$ cat src/rtl/fetch_stage_if.sv
// Instruction-memory request/acknowledge port of the fetch stage.
// The fetch stage is master: it holds req/addr until ack, and the memory returns rdata with ack.
interface fetch_stage_if;
  logic        imem_req;
  logic [31:0] imem_addr;
  logic        imem_ack;
  logic [31:0] imem_rdata;

  modport master (output imem_req, imem_addr, input  imem_ack, imem_rdata);
  modport slave  (input  imem_req, imem_addr, output imem_ack, imem_rdata);
endinterface

$ cat src/rtl/fetch_stage.sv
// IF stage plus IF/ID register of the 5-stage MIPS pipeline, with a variable-latency imem port.
// Build option FETCH_DELAY_SLOT_EN keeps the word fetched after a taken branch/jump (delay slot).
module fetch_stage #(
  parameter logic [31:0] RESET_PC  = 32'h0000_0000,
  parameter logic [31:0] NOP_INSTR = 32'h0000_0000
) (
  input  logic          clk,
  input  logic          rst,
  input  logic          stall,
  input  logic          PCSrcD,
  input  logic          Jump,
  input  logic [31:0]   PCBranchD,
  input  logic [31:0]   JA,
  fetch_stage_if.master imem,
  output logic [31:0]   InstrD,
  output logic [31:0]   PCPlus4D,
  output logic          fetch_busy
);

  typedef enum logic [1:0] {FETCH, HOLD, DROP} state_e;

  state_e      state_q, state_d;
  logic [31:0] pcf_q, pcf_d;
  logic [31:0] instr_q, instr_d;
  logic [31:0] pcp4_q, pcp4_d;
  logic [31:0] buf_q, buf_d;
  logic [31:0] tgt_q, tgt_d;
  logic        pend_q, pend_d;

  logic [31:0] pcf_plus4;
  logic [31:0] target;
  logic        redir;
  logic        unused_ja;

  assign pcf_plus4 = pcf_q + 32'd4;
  assign target    = Jump ? {pcp4_q[31:28], JA[27:0]} : PCBranchD;
  assign redir     = PCSrcD & ~stall;
  assign unused_ja = ^JA[31:28];

  // NOTE: sequential state uses non-blocking (<=) so every flop samples pre-edge values.
  always_ff @(posedge clk or negedge rst) begin
    if (!rst) state_q <= FETCH;
    else      state_q <= state_d;
  end

  always_ff @(posedge clk or negedge rst) begin
    if (!rst) begin
      pcf_q   <= RESET_PC;
      instr_q <= NOP_INSTR;
      pcp4_q  <= 32'd0;
      buf_q   <= 32'd0;
      tgt_q   <= 32'd0;
      pend_q  <= 1'b0;
    end else begin
      pcf_q   <= pcf_d;
      instr_q <= instr_d;
      pcp4_q  <= pcp4_d;
      buf_q   <= buf_d;
      tgt_q   <= tgt_d;
      pend_q  <= pend_d;
    end
  end

  // NOTE: every output of this block gets a hold-value default first, so no latch can be inferred.
  always_comb begin
    state_d = state_q;
    pcf_d   = pcf_q;
    instr_d = instr_q;
    pcp4_d  = pcp4_q;
    buf_d   = buf_q;
    tgt_d   = tgt_q;
    pend_d  = pend_q;
    unique case (state_q)
      FETCH: begin
        if (imem.imem_ack) begin
          if (stall) begin
            buf_d   = imem.imem_rdata;
            state_d = HOLD;
          end else if (PCSrcD) begin
`ifdef FETCH_DELAY_SLOT_EN
            instr_d = imem.imem_rdata;
            pcp4_d  = pcf_plus4;
`else
            instr_d = NOP_INSTR;
`endif
            pcf_d   = target;
          end else begin
            instr_d = imem.imem_rdata;
            pcp4_d  = pcf_plus4;
            pcf_d   = pcf_plus4;
          end
        end else if (!stall) begin
          instr_d = NOP_INSTR;
          if (PCSrcD) begin
            tgt_d   = target;
            state_d = DROP;
          end
        end
      end
      HOLD: begin
        if (!stall) begin
          state_d = FETCH;
          pend_d  = 1'b0;
          // A redirect seen now overrides one left pending from DROP.
          if (pend_q || PCSrcD) begin
            pcf_d = PCSrcD ? target : tgt_q;
`ifdef FETCH_DELAY_SLOT_EN
            instr_d = buf_q;
            pcp4_d  = pcf_plus4;
`else
            instr_d = NOP_INSTR;
`endif
          end else begin
            instr_d = buf_q;
            pcp4_d  = pcf_plus4;
            pcf_d   = pcf_plus4;
          end
        end
      end
      DROP: begin
        if (redir) tgt_d = target;
        if (imem.imem_ack) begin
          if (stall) begin
            // PCF may not move under stall: park the word and finish the redirect from HOLD.
            buf_d   = imem.imem_rdata;
            pend_d  = 1'b1;
            state_d = HOLD;
          end else begin
            pcf_d   = redir ? target : tgt_q;
            state_d = FETCH;
`ifdef FETCH_DELAY_SLOT_EN
            instr_d = imem.imem_rdata;
            pcp4_d  = pcf_plus4;
`else
            instr_d = NOP_INSTR;
`endif
          end
        end else if (!stall) begin
          instr_d = NOP_INSTR;
        end
      end
      default: state_d = FETCH;
    endcase
  end

  always_comb begin
    imem.imem_req  = rst && (state_q != HOLD);
    imem.imem_addr = pcf_q;
    fetch_busy     = ((state_q == FETCH) && !imem.imem_ack) || (state_q == DROP);
    InstrD         = instr_q;
    PCPlus4D       = pcp4_q;
  end

endmodule

$ cat src/flat_wrapper.sv
// flat-port wrapper written by rule: the top's interface ports become plain ports
module fetch_stage_flat 
#(
  parameter logic [31:0] RESET_PC  = 32'h0000_0000,
  parameter logic [31:0] NOP_INSTR = 32'h0000_0000
)
  (clk, rst, stall, PCSrcD, Jump, PCBranchD, JA, InstrD, PCPlus4D, fetch_busy, imem_imem_req, imem_imem_addr, imem_imem_ack, imem_imem_rdata);
  fetch_stage_if imem_i ();
  input  logic clk;
  input  logic rst;
  input  logic stall;
  input  logic PCSrcD;
  input  logic Jump;
  input  logic [31:0] PCBranchD;
  input  logic [31:0] JA;
  output logic [31:0] InstrD;
  output logic [31:0] PCPlus4D;
  output logic fetch_busy;
  output wire logic [$bits(imem_i.imem_req)-1:0] imem_imem_req;
  output wire logic [$bits(imem_i.imem_addr)-1:0] imem_imem_addr;
  input wire logic [$bits(imem_i.imem_ack)-1:0] imem_imem_ack;
  input wire logic [$bits(imem_i.imem_rdata)-1:0] imem_imem_rdata;
  assign imem_imem_req = imem_i.imem_req;
  assign imem_imem_addr = imem_i.imem_addr;
  assign imem_i.imem_ack = imem_imem_ack;
  assign imem_i.imem_rdata = imem_imem_rdata;
  fetch_stage #(.RESET_PC(RESET_PC), .NOP_INSTR(NOP_INSTR)) u_core (.clk(clk), .rst(rst), .stall(stall), .PCSrcD(PCSrcD), .Jump(Jump), .PCBranchD(PCBranchD), .JA(JA), .imem(imem_i), .InstrD(InstrD), .PCPlus4D(PCPlus4D), .fetch_busy(fetch_busy));
endmodule
$ cat config.mk
export PLATFORM = sky130hd
export DESIGN_NAME = fetch_stage_flat
export DESIGN_NICKNAME = d
export VERILOG_FILES = /design/src/rtl/fetch_stage_if.sv /design/src/rtl/fetch_stage.sv /design/src/flat_wrapper.sv
export SDC_FILE = /design/constraint.sdc
export NUM_CORES = 1
export LEC_CHECK = 0
export CAP_MARGIN = 25
export CELL_PAD_IN_SITES_DETAIL_PLACEMENT = 1
export CELL_PAD_IN_SITES_GLOBAL_PLACEMENT = 1
export CORE_MARGIN = 3
export CORE_UTILIZATION = 42
export CTS_CLUSTER_DIAMETER = 150
export DETAILED_ROUTE_END_ITERATION = 8
export GPL_TIMING_DRIVEN = 0
export PLACE_DENSITY_LB_ADDON = 0.1
export SETUP_SLACK_MARGIN = 0.4
export SYNTH_ARGS = -nofsm -noshare
export SYNTH_HDL_FRONTEND = slang
export SYNTH_SLANG_ARGS = --single-unit
$ cat constraint.sdc
create_clock -name clk -period 3.5 [get_ports clk]
set_input_delay 0.875 -clock clk [delete_from_list [all_inputs] [get_ports clk]]
set_output_delay 0.875 -clock clk [all_outputs]
set_load 0.005 [all_outputs]
==> results of run 1 <==
[worst min path at each step]
| stage | end | slack (ns) | cells past startpoint |
|---|---|---|---|
| after floorplan | u_core.InstrD[11] | 0.47 | 2 |
| after global placement | u_core.InstrD[31] | 0.46 | 2 |
| after detailed placement | u_core.InstrD[0] | 0.47 | 2 |
| after CTS | u_core.PCPlus4D[14] | 0.33 | 1 |
| after global routing | u_core.PCPlus4D[14] | 0.33 | 1 |
| final | u_core.PCPlus4D[14] | 0.31 | 1 |
[cells by family after synthesis]
group / after synthesis / share of synthesized area [%]
compound gates: 320 / 22.69
xor+xnor: 22 / 2.114
fa+ha+maj: 5 / 0.6863
buf+inv: 101 / 4.365
flops: 163 / 44.75
mux: 90 / 10.76
simple gates: 280 / 14.63
[worst max-delay path: cells and delay by family (launching register included)]
family	cells	cell delay [ns]
buf+inv	4	0.95
simple gates	1	0.13
fa+ha+maj	1	0.21
flops	1	0.41
[flip-flops by register name (all words and copies together) (netlist names)]
signal                 count
u_core.InstrD             32
u_core.PCPlus4D           32
u_core.buf_q              32
u_core.imem.imem_addr     32
u_core.tgt_q              32
u_core.state_q             2
u_core.pend_q              1
[per-layer routing]
layer	wire, um	part of all wire (%)	up-vias
li1	-	-	4067
met1	14050	40	4470
met2	16680	48	433
met3	3225	9.2	74
met4	1144	3.3	2
met5	13	0.037	-
[power by group]
group	internal (mW)	switching (mW)	leakage [nW]
registers	2.78	0.740	1.96
clock network	1.29	0.878	0.327
logic	2.53	3.02	2.63
[cells in the final DEF (no fill, tap or decap), drive strengths merged, types with 15 or more instances in the layout]
| cell type | instances |
|---|---|
| clkdlybuf4s50 | 190 |
| dfrtp | 163 |
| nand2 | 95 |
| o21ai | 84 |
| clkbuf | 82 |
| a21oi | 79 |
| nor2 | 75 |
| mux2 | 64 |
| a22oi | 38 |
| inv | 28 |
| mux2i | 26 |
| buf | 25 |
| nand3 | 22 |
| xnor2 | 17 |
| nor3 | 16 |
| nand4 | 15 |
[synth_stat cells, types with 7 or more instances]
| master | n | area [sq um] |
|---|---|---|
| o21a_1 | 8 | 60.06 |
| nand2_1 | 95 | 356.6 |
| dfrtp_1 | 163 | 4079 |
| and2_1 | 8 | 50.05 |
| a221o_1 | 7 | 70.07 |
| nor2b_1 | 7 | 43.79 |
| nor3_1 | 16 | 80.08 |
| o21ai_0 | 83 | 415.4 |
| buf_2 | 8 | 40.04 |
| a221oi_1 | 9 | 78.83 |
| nor4_1 | 10 | 62.56 |
| a211oi_1 | 7 | 52.55 |
| a21oi_1 | 79 | 395.4 |
| nor2_1 | 75 | 281.5 |
| nand3_1 | 22 | 110.1 |
| o211ai_1 | 14 | 105.1 |
| a31oi_1 | 11 | 68.82 |
| nand4_1 | 14 | 87.58 |
| mux2i_1 | 26 | 260.3 |
| o22ai_1 | 8 | 50.05 |
| inv_1 | 20 | 75.07 |
| mux2_2 | 64 | 720.7 |
| a22oi_1 | 38 | 285.3 |
| xnor2_1 | 17 | 148.9 |
| clkbuf_1 | 67 | 251.5 |
[repair_timing]
| item | CTS | global route |
|---|---|---|
| endpoints found under the setup margin | 107 | 67 |
| cloned | 2 | 0 |
| gates resized for setup | 29 | 25 |
| hold buffers | 0 | 0 |
| buffers inserted | 1 | 4 |
| pin swaps | 0 | 0 |
[cell type report]
| cell class | instances | area share [%] |
|---|---|---|
| Buffer | 80 | 3.049 |
| Clock buffer | 17 | 3.455 |
| Clock inverter | 15 | 1.941 |
| Inverter | 21 | 0.6707 |
| Multi-Input combinational cell | 717 | 37.87 |
| Sequential cell | 163 | 33.13 |
| Tap cell | 275 | 2.795 |
| Timing Repair Buffer | 204 | 17.09 |
==> flow_summary.ini, run 1 <==
[critical_path]
crit_required_ns = 2.62
rr_endpoint = u_core.imem.imem_addr[10]
path_max_fanout = 10
start_kind = register
cp_cell_sequence = inv_1 -> ha_1 -> buf_4 -> clkbuf_8 -> nor2b_1 -> clkdlybuf4s50_1
critPathKind = reg -> out
r2r_slack_ns = 0.62
r2r-start = u_core.state_q[1]
crit_path_end_kind = primary output
setup.worst_path.end = imem_imem_req
slowest_delay_ns = 0.51
cpMaxStageDelayCell = clkdlybuf4s50_1
startpoint = u_core.state_q[1]
ff2ff_path_depth = 8
arrival_ns = 2.14

[sta]
setup_ws_ns = 0.4813
setup_viol = 0
slew_headroom_pct = 26.59
tightest_slew_ns = 1.101
hold_viol_final = 0
rsz0062_at_grt = no
clock.fmax_ghz = 0.3313
drv_slew = 0
clock_skew_ns = 0.01008
holdWs_ns = 0.3145
setup_tns_ns = 0
post-route-period-util_pct = 86.25
period_needed_ns = 3.019

[floorplan]
dieArea_sq_um = 23510
rows = 53
start_util_pct = 43.09
core_area_sq_um = 21150
ios = 200
die_h_um = 153.3
die_w_um = 153.3

[status]
status = finished clean

[global_routing]
use_met3_pct = 7.843
grt_pass1_wl_um = 54730
antenna_found_initial = 1
grt-ovfl-total = 0
use_met1_pct = 38.59
grt_max_degree = 68
grt_pass1_vias = 9452
grt_use_met2_pct = 47.59
track_usage_pct = 29.74
gr-max-usage-layer = met2

[detailed_routing]
avgViaCountPerCell = 6.063
route.detailed.drc = 0
first_pass_iters = 6
drtIter0Drc = 782
avgRoutedWirePerCell_um = 23.53
drt-total-wl_um = 35110
num_vias = 9046
ant_nets = 0

[final_layout]
fin_cells = 1492
num-fill-cells = 2409
seq_area_sq_um = 4079
utilization_pct = 58.20
final_nets = 1311
multi_input_area_sq_um = 4662
drive_gt1_share_pct = 12.98
finish.instance_area_sq_um = 12310
diodes = 0
areaGrowthSynthToFinish_pct = 35.07

[synthesis]
yosysWarningCount = 0
avgSynthCellArea_sq_um = 9.292
synth-seq-cells = 163
seq_area_frac_synth_pct = 44.75
synth_cell_type_count = 70
synth_edf_count = 0
async_flop_share_pct = 100.0
synth_nets = 1088
syn_area_sq_um = 9115
synth_ff_type = dfrtp_1
synthCells = 981

[clock_tree]
tritoncts = built
cts-root-buf = clkbuf_16
cts_buffers = 17
clk_pin_slew_ns = 0.07
cts-htree-levels = 4
clock_path_buffers = 2
clk_latency_ns = 0.44
clock_sinks = 163

[placement]
place.gp.congestion = 0.9549
port_buffers = 193
dpl.hpwl_um = 25230
place_inst = 1453
place_ws_ns = -0.9530
dpl_cell_area_sq_um = 11450

[worst_hold_path]
hp-class = in -> async

[pwr]
power_density_nw_per_um2 = 913.5
power_leakage_nw = 4.920
power_mw = 11.25
irDropWorstVdd_mv = 0.4072

[run]
cap_violations = 0
No activity file was read; power rests on OpenSTA's default activity.
==> run 2: changes to the inputs <==
CTS_CLUSTER_DIAMETER = default   (was 150)
==> results of run 2 <==
No change in the layout: final DEF, timing and power equal those of run 1.
